$ cat config.mk
export PLATFORM = sky130hd
export DESIGN_NAME = regfile_wb_arbiter_flat
export DESIGN_NICKNAME = d
export VERILOG_FILES = /design/src/rtl/regfile_wb_arbiter_if.sv /design/src/rtl/regfile_wb_arbiter.sv /design/src/flat_wrapper.sv
export SDC_FILE = /design/constraint.sdc
export NUM_CORES = 1
export LEC_CHECK = 0
export ABC_CLOCK_PERIOD_IN_PS = 2180
export BUFFER_PORTS_ARGS = -buffer_cell sky130_fd_sc_hd__buf_2
export CORE_UTILIZATION = 38
export DETAILED_ROUTE_END_ITERATION = 10
export PLACE_DENSITY_LB_ADDON = 0.15
export SLEW_MARGIN = 20
export SYNTH_ARGS = -nofsm -noshare
export SYNTH_HDL_FRONTEND = slang
export SYNTH_SLANG_ARGS = --single-unit
$ cat constraint.sdc
create_clock -name clk -period 2.18 [get_ports clk]
set_clock_uncertainty 0.1 [all_clocks]
set_input_delay 0.545 -clock clk [delete_from_list [all_inputs] [get_ports clk]]
set_output_delay 0.545 -clock clk [all_outputs]
set_load 0.01 [all_outputs]
$ cat src/rtl/regfile_wb_arbiter_if.sv
// Writeback bus between the two writeback requesters, the register file
// write port and the decode hazard lookup.
interface regfile_wb_arbiter_if #(
    parameter int DATA_W = 32,
    parameter int IDX_W  = 5
);
    logic              alu_valid;
    logic [IDX_W-1:0]  alu_index;
    logic [DATA_W-1:0] alu_data;
    logic              alu_ready;

    logic              mem_valid;
    logic [IDX_W-1:0]  mem_index;
    logic [DATA_W-1:0] mem_data;
    logic              mem_ready;

    logic              reg_write;
    logic [IDX_W-1:0]  write_index;
    logic [DATA_W-1:0] write_data;

    logic [IDX_W-1:0]  read_index1;
    logic [IDX_W-1:0]  read_index2;
    logic              pend_hit1;
    logic              pend_hit2;

    // Arbiter side
    modport slave (
        input  alu_valid, alu_index, alu_data,
        input  mem_valid, mem_index, mem_data,
        input  read_index1, read_index2,
        output alu_ready, mem_ready,
        output reg_write, write_index, write_data,
        output pend_hit1, pend_hit2
    );

    // Requester / register file / decode side
    modport master (
        output alu_valid, alu_index, alu_data,
        output mem_valid, mem_index, mem_data,
        output read_index1, read_index2,
        input  alu_ready, mem_ready,
        input  reg_write, write_index, write_data,
        input  pend_hit1, pend_hit2
    );
endinterface

$ cat src/rtl/regfile_wb_arbiter.sv
// Register file writeback arbiter: memory-first priority with an ALU
// anti-starvation counter, a single registered write stage, and pending-write
// hit flags for decode.
module regfile_wb_arbiter #(
    parameter int DATA_W     = 32,
    parameter int IDX_W      = 5,
    parameter int STARVE_MAX = 3
) (
    input logic                  clk,
    input logic                  rst,
    regfile_wb_arbiter_if.slave  bus
);
    localparam int CNT_W = (STARVE_MAX < 1) ? 1 : $clog2(STARVE_MAX + 1);
    localparam logic [CNT_W-1:0] STARVE_LIM = CNT_W'(STARVE_MAX);

    logic [CNT_W-1:0]  r_starve_cnt;
    logic              w_starve_full;
    logic              w_grant_alu;
    logic              w_grant_mem;

    logic              w_wr_en_p0;
    logic [IDX_W-1:0]  w_wr_index_p0;
    logic [DATA_W-1:0] w_wr_data_p0;

    logic              r_reg_write_p1;
    logic [IDX_W-1:0]  r_write_index_p1;
    logic [DATA_W-1:0] r_write_data_p1;

    logic              w_hit1;
    logic              w_hit2;

    function automatic logic [CNT_W-1:0] sat_inc(input logic [CNT_W-1:0] cnt);
        return (cnt == STARVE_LIM) ? cnt : cnt + CNT_W'(1);
    endfunction

    // Grant: ALU wins only when alone or after STARVE_MAX consecutive losses
    always_comb begin
        w_starve_full = (r_starve_cnt == STARVE_LIM);
        w_grant_alu   = 1'b0;
        w_grant_mem   = 1'b0;
        if (!rst) begin
            w_grant_alu = bus.alu_valid && (!bus.mem_valid || w_starve_full);
            w_grant_mem = bus.mem_valid && !w_grant_alu;
        end
    end

    // Select the winner's write; writes to x0 are accepted but dropped here
    always_comb begin
        w_wr_en_p0    = 1'b0;
        w_wr_index_p0 = '0;
        w_wr_data_p0  = '0;
        if (w_grant_alu && (bus.alu_index != '0)) begin
            w_wr_en_p0    = 1'b1;
            w_wr_index_p0 = bus.alu_index;
            w_wr_data_p0  = bus.alu_data;
        end else if (w_grant_mem && (bus.mem_index != '0)) begin
            w_wr_en_p0    = 1'b1;
            w_wr_index_p0 = bus.mem_index;
            w_wr_data_p0  = bus.mem_data;
        end
    end

    // Count consecutive ALU losses; any cycle the ALU wins or idles clears it
    always_ff @(posedge clk) begin
        if (rst) begin
            r_starve_cnt <= '0;
        end else if (bus.alu_valid && w_grant_mem) begin
            r_starve_cnt <= sat_inc(r_starve_cnt);
        end else begin
            r_starve_cnt <= '0;
        end
    end

    // ---- p0 -> p1: registered register file write port ----
    always_ff @(posedge clk) begin
        if (rst) begin
            r_reg_write_p1   <= 1'b0;
            r_write_index_p1 <= '0;
            r_write_data_p1  <= '0;
        end else begin
            r_reg_write_p1   <= w_wr_en_p0;
            r_write_index_p1 <= w_wr_index_p0;
            r_write_data_p1  <= w_wr_data_p0;
        end
    end

    // Decode hazard lookup against the write currently on the port
    always_comb begin
        w_hit1 = r_reg_write_p1 && (r_write_index_p1 == bus.read_index1) &&
                 (bus.read_index1 != '0);
        w_hit2 = r_reg_write_p1 && (r_write_index_p1 == bus.read_index2) &&
                 (bus.read_index2 != '0);
    end

    assign bus.alu_ready   = w_grant_alu;
    assign bus.mem_ready   = w_grant_mem;
    assign bus.reg_write   = r_reg_write_p1;
    assign bus.write_index = r_write_index_p1;
    assign bus.write_data  = r_write_data_p1;
    assign bus.pend_hit1   = w_hit1;
    assign bus.pend_hit2   = w_hit2;
endmodule

$ cat src/flat_wrapper.sv
// flat-port wrapper written by rule: the top's interface ports become plain ports
module regfile_wb_arbiter_flat 
#(
    parameter int DATA_W     = 32,
    parameter int IDX_W      = 5,
    parameter int STARVE_MAX = 3
)
  (clk, rst, bus_alu_valid, bus_alu_index, bus_alu_data, bus_mem_valid, bus_mem_index, bus_mem_data, bus_read_index1, bus_read_index2, bus_alu_ready, bus_mem_ready, bus_reg_write, bus_write_index, bus_write_data, bus_pend_hit1, bus_pend_hit2);
  regfile_wb_arbiter_if #(.DATA_W(DATA_W), .IDX_W(IDX_W)) bus_i ();
  input logic clk;
  input logic rst;
  input wire logic [$bits(bus_i.alu_valid)-1:0] bus_alu_valid;
  input wire logic [$bits(bus_i.alu_index)-1:0] bus_alu_index;
  input wire logic [$bits(bus_i.alu_data)-1:0] bus_alu_data;
  input wire logic [$bits(bus_i.mem_valid)-1:0] bus_mem_valid;
  input wire logic [$bits(bus_i.mem_index)-1:0] bus_mem_index;
  input wire logic [$bits(bus_i.mem_data)-1:0] bus_mem_data;
  input wire logic [$bits(bus_i.read_index1)-1:0] bus_read_index1;
  input wire logic [$bits(bus_i.read_index2)-1:0] bus_read_index2;
  output wire logic [$bits(bus_i.alu_ready)-1:0] bus_alu_ready;
  output wire logic [$bits(bus_i.mem_ready)-1:0] bus_mem_ready;
  output wire logic [$bits(bus_i.reg_write)-1:0] bus_reg_write;
  output wire logic [$bits(bus_i.write_index)-1:0] bus_write_index;
  output wire logic [$bits(bus_i.write_data)-1:0] bus_write_data;
  output wire logic [$bits(bus_i.pend_hit1)-1:0] bus_pend_hit1;
  output wire logic [$bits(bus_i.pend_hit2)-1:0] bus_pend_hit2;
  assign bus_i.alu_valid = bus_alu_valid;
  assign bus_i.alu_index = bus_alu_index;
  assign bus_i.alu_data = bus_alu_data;
  assign bus_i.mem_valid = bus_mem_valid;
  assign bus_i.mem_index = bus_mem_index;
  assign bus_i.mem_data = bus_mem_data;
  assign bus_i.read_index1 = bus_read_index1;
  assign bus_i.read_index2 = bus_read_index2;
  assign bus_alu_ready = bus_i.alu_ready;
  assign bus_mem_ready = bus_i.mem_ready;
  assign bus_reg_write = bus_i.reg_write;
  assign bus_write_index = bus_i.write_index;
  assign bus_write_data = bus_i.write_data;
  assign bus_pend_hit1 = bus_i.pend_hit1;
  assign bus_pend_hit2 = bus_i.pend_hit2;
  regfile_wb_arbiter #(.DATA_W(DATA_W), .IDX_W(IDX_W), .STARVE_MAX(STARVE_MAX)) u_core (.clk(clk), .rst(rst), .bus(bus_i));
endmodule
==> results.toml <==
[global_routing]
grt-ovfl-total = 0
grt_usage_pct = 20.1
grt_pass1_vias = 1448
grt_pass1_wl_mm = 6.35
antenna_found_initial = 0
grt_max_degree = 38

[yosys]
ys_top_cells_by_area = "dfxtp_1, a32o_1, xor2_1"
synth_area_mm2 = 0.00153
synth_mux_area_share_pct = 0
synth_top_family_by_area = "compound AO/OA/AOI/OAI gates"
synth_seq_cells = 40
synth_top_area_share_pct = 52.5
synth_warnings = 0
synth_largest_area_cell = "dfxtp_1"
synthSimpleGateAreaFrac_pct = 8.85
netlist_instances = 126
syn_nets = 215
ys_seq_area_share_pct = 52.5
synth_cell_types = 29
syn_area_per_cell_um2 = 12.1
synth_xor_xnor_area_share_pct = 4.59
synthAdderAreaFrac_pct = 0.820
synth_compound_area_share_pct = 26.7

[timing]
min_period_ns = 2.06
drv_slew = 0
min_period_over_period_pct = 94.6
setup_viol = 0
tightest_slew_ns = 0.385
max_freq_mhz = 485
finalHoldViolCount = 0
rsz0062_at_grt = "false"
hold_slack_ns = 0.325
maxSlewHeadroom_pct = 74.4
setup_tns_ns = 0
setup_ws_ns = 0.117

[floorplan]
die_w_um = 65.4
initial_core_util_pct = 40.8
dieArea_mm2 = 0.00427
core-area_mm2 = 0.00374
num_rows = 22
die_h_um = 65.4
ios = 130

[worst_setup_path]
worst_path_most_repeated_cell = "buf_2"
worst_ep_arrival_time_ns = 1.42
crit_required_ns = 1.53
worstPathBufferInverterCount = 2
crit_type = "in -> out"
critPathMaxFanout = 2
max_stage_delay_ns = 0.32
path_cells = "buf_2 -> nor4_2 -> o21ai_0 -> and4_1 -> buf_2"
critPathLaunchType = "input port"
endpoint_kind = "primary output"
crit_slowest_cell = "nor4_2"
critical_path.top_delay_family = "simple AND/OR/NAND/NOR gates"

[pwr]
p_leak_nw = 1.16
power_density_mw_per_mm2 = 661
ir_drop_mv = 0.375
p_total_mw = 1.49

[clock_network]
cts_root_buf = "clkbuf_8"
cts_max_path_buffers = 2
cts_buffers = 5
cts_setup_buffers = 0
clkSinkCount = 40
cts_tree = "built"
ctsResizeCount = 0
hold_buffers = 0
path_clk_slew_ns = 0.06
h-tree-depth = 2
insertion_delay_ns = 0.28

[routing]
num_vias = 1527
wl_mm = 4.08
ant_nets = 0
dr.pass1.iters = 4
wl_per_cell_um = 13.5
drc_errors = 0
avgViaCountPerCell = 5.06
drt_iter0_drc = 59

[placement]
portBuffers = 129
hpwl_mm = 3.01
place_ws_ns = 0.124
place_congestion = 0.855
dp.cells = 295

[finish]
drive_gt1_share_pct = 57.5
layout_common_cells = "buf_2, dfxtp_1, a32o_1, xor2_1, clkbuf_8"
layout_commonest_cell = "buf_2"
fin_cells = 302
n_fill_cell = 356
area_delta_synth_final_pct = 47.7
diodes = 0
fin_nets = 343

[min_path]
hold_class = "reg -> reg"

[status]
status = "completed"

[run]
cap_violations = 0
final cells by class:
cell class                 count  area (um^2)  area share (%)
tap                           48         60.1            2.66
clock buffer                   6         72.6            3.22
inverter                       1         3.75           0.166
timing repair buffer         132          681            30.2
sequential                    40          801            35.5
clock inverter                 1         5.00           0.222
multi-input combinational     74          632            28.0
metal layers:
metal  global-route usage [%]  up-vias  routed length [um]
met1                     20.9      698                1580
met2                     35.8       71                2080
met3                     6.94       10                 329
met4                     9.51        0                  93
met5                        0        -                   0
li1                         -      748                   -
state kept, by name, summed over array words and instances, names as in the netlist:
| signal | count |
|---|---|
| u_core.bus.reg_write | 1 |
| u_core.r_starve_cnt | 2 |
| u_core.bus.write_data | 32 |
| u_core.bus.write_index | 5 |
power breakdown:
group          switching, mW  total [mW]  leakage [nW]  internal (mW)
sequential            0.0165       0.792         0.331          0.775
combinational          0.113       0.251         0.783          0.138
clock                  0.229       0.447        0.0410          0.217
total                  0.359        1.49          1.16           1.13
kinds of logic (layout without fill, tap and decap cells):
group / count (synthesis) / count (layout)
flip-flops: 40 / 40
XOR/XNOR: 8 / 8
AO/OA/AOI/OAI: 42 / 42
buffers and inverters: 12 / 140
AND/OR/NAND/NOR: 23 / 23
adder cells (fa/ha/maj): 1 / 1
worst reg2reg max path, delay by kind of cell, from the launching register on:
family | cells | cell delay [ns]
AO/OA/AOI/OAI | 3 | 0.89
flip-flops | 1 | 0.32
adder cells (fa/ha/maj) | 1 | 0.21
cell usage after synthesis, drive strengths merged:
master / count
dfxtp: 40
a32o: 32
buf: 8
xor2: 6
nand2: 5
a22o: 4
clkbuf: 3
nor2: 3
nor2b: 3
nor3: 3
and4: 2
nor4: 2
o21ai: 2
or2: 2
xnor2: 2
a21boi: 1
a21o: 1
a2bb2oi: 1
and2: 1
and3: 1
ha: 1
inv: 1
o211a: 1
or4: 1
per-stage QoR:
step / area [um^2] / util [%]
2_1_floorplan: 1530 / -
3_3_place_gp: 2170 / 58.0
3_5_place_dp: 2170 / 58.0
4_1_cts: 2250 / 60.1
5_1_grt: 2250 / 60.2
6_report: 2250 / 60.2
path summary, 6_finish.rpt:
| check | startpoint | endpoint | slack, ns | depth (start not counted) |
|---|---|---|---|---|
| hold / removal | u_core.r_starve_cnt[0]$_SDFFE_PP0N_ | u_core.r_starve_cnt[0]$_SDFFE_PP0N_ | 0.33 | 1 |
| setup reg to reg | u_core.r_starve_cnt[0]$_SDFFE_PP0N_ | u_core.bus.write_data[13]$_SDFF_PP0_ | 0.61 | 4 |
| setup / recovery | bus_read_index1[0] | bus_pend_hit1 | 0.12 | 5 |
| hold reg to reg | u_core.r_starve_cnt[0]$_SDFFE_PP0N_ | u_core.r_starve_cnt[0]$_SDFFE_PP0N_ | 0.33 | 1 |
Note: power is estimated with default switching activity, not from simulation.
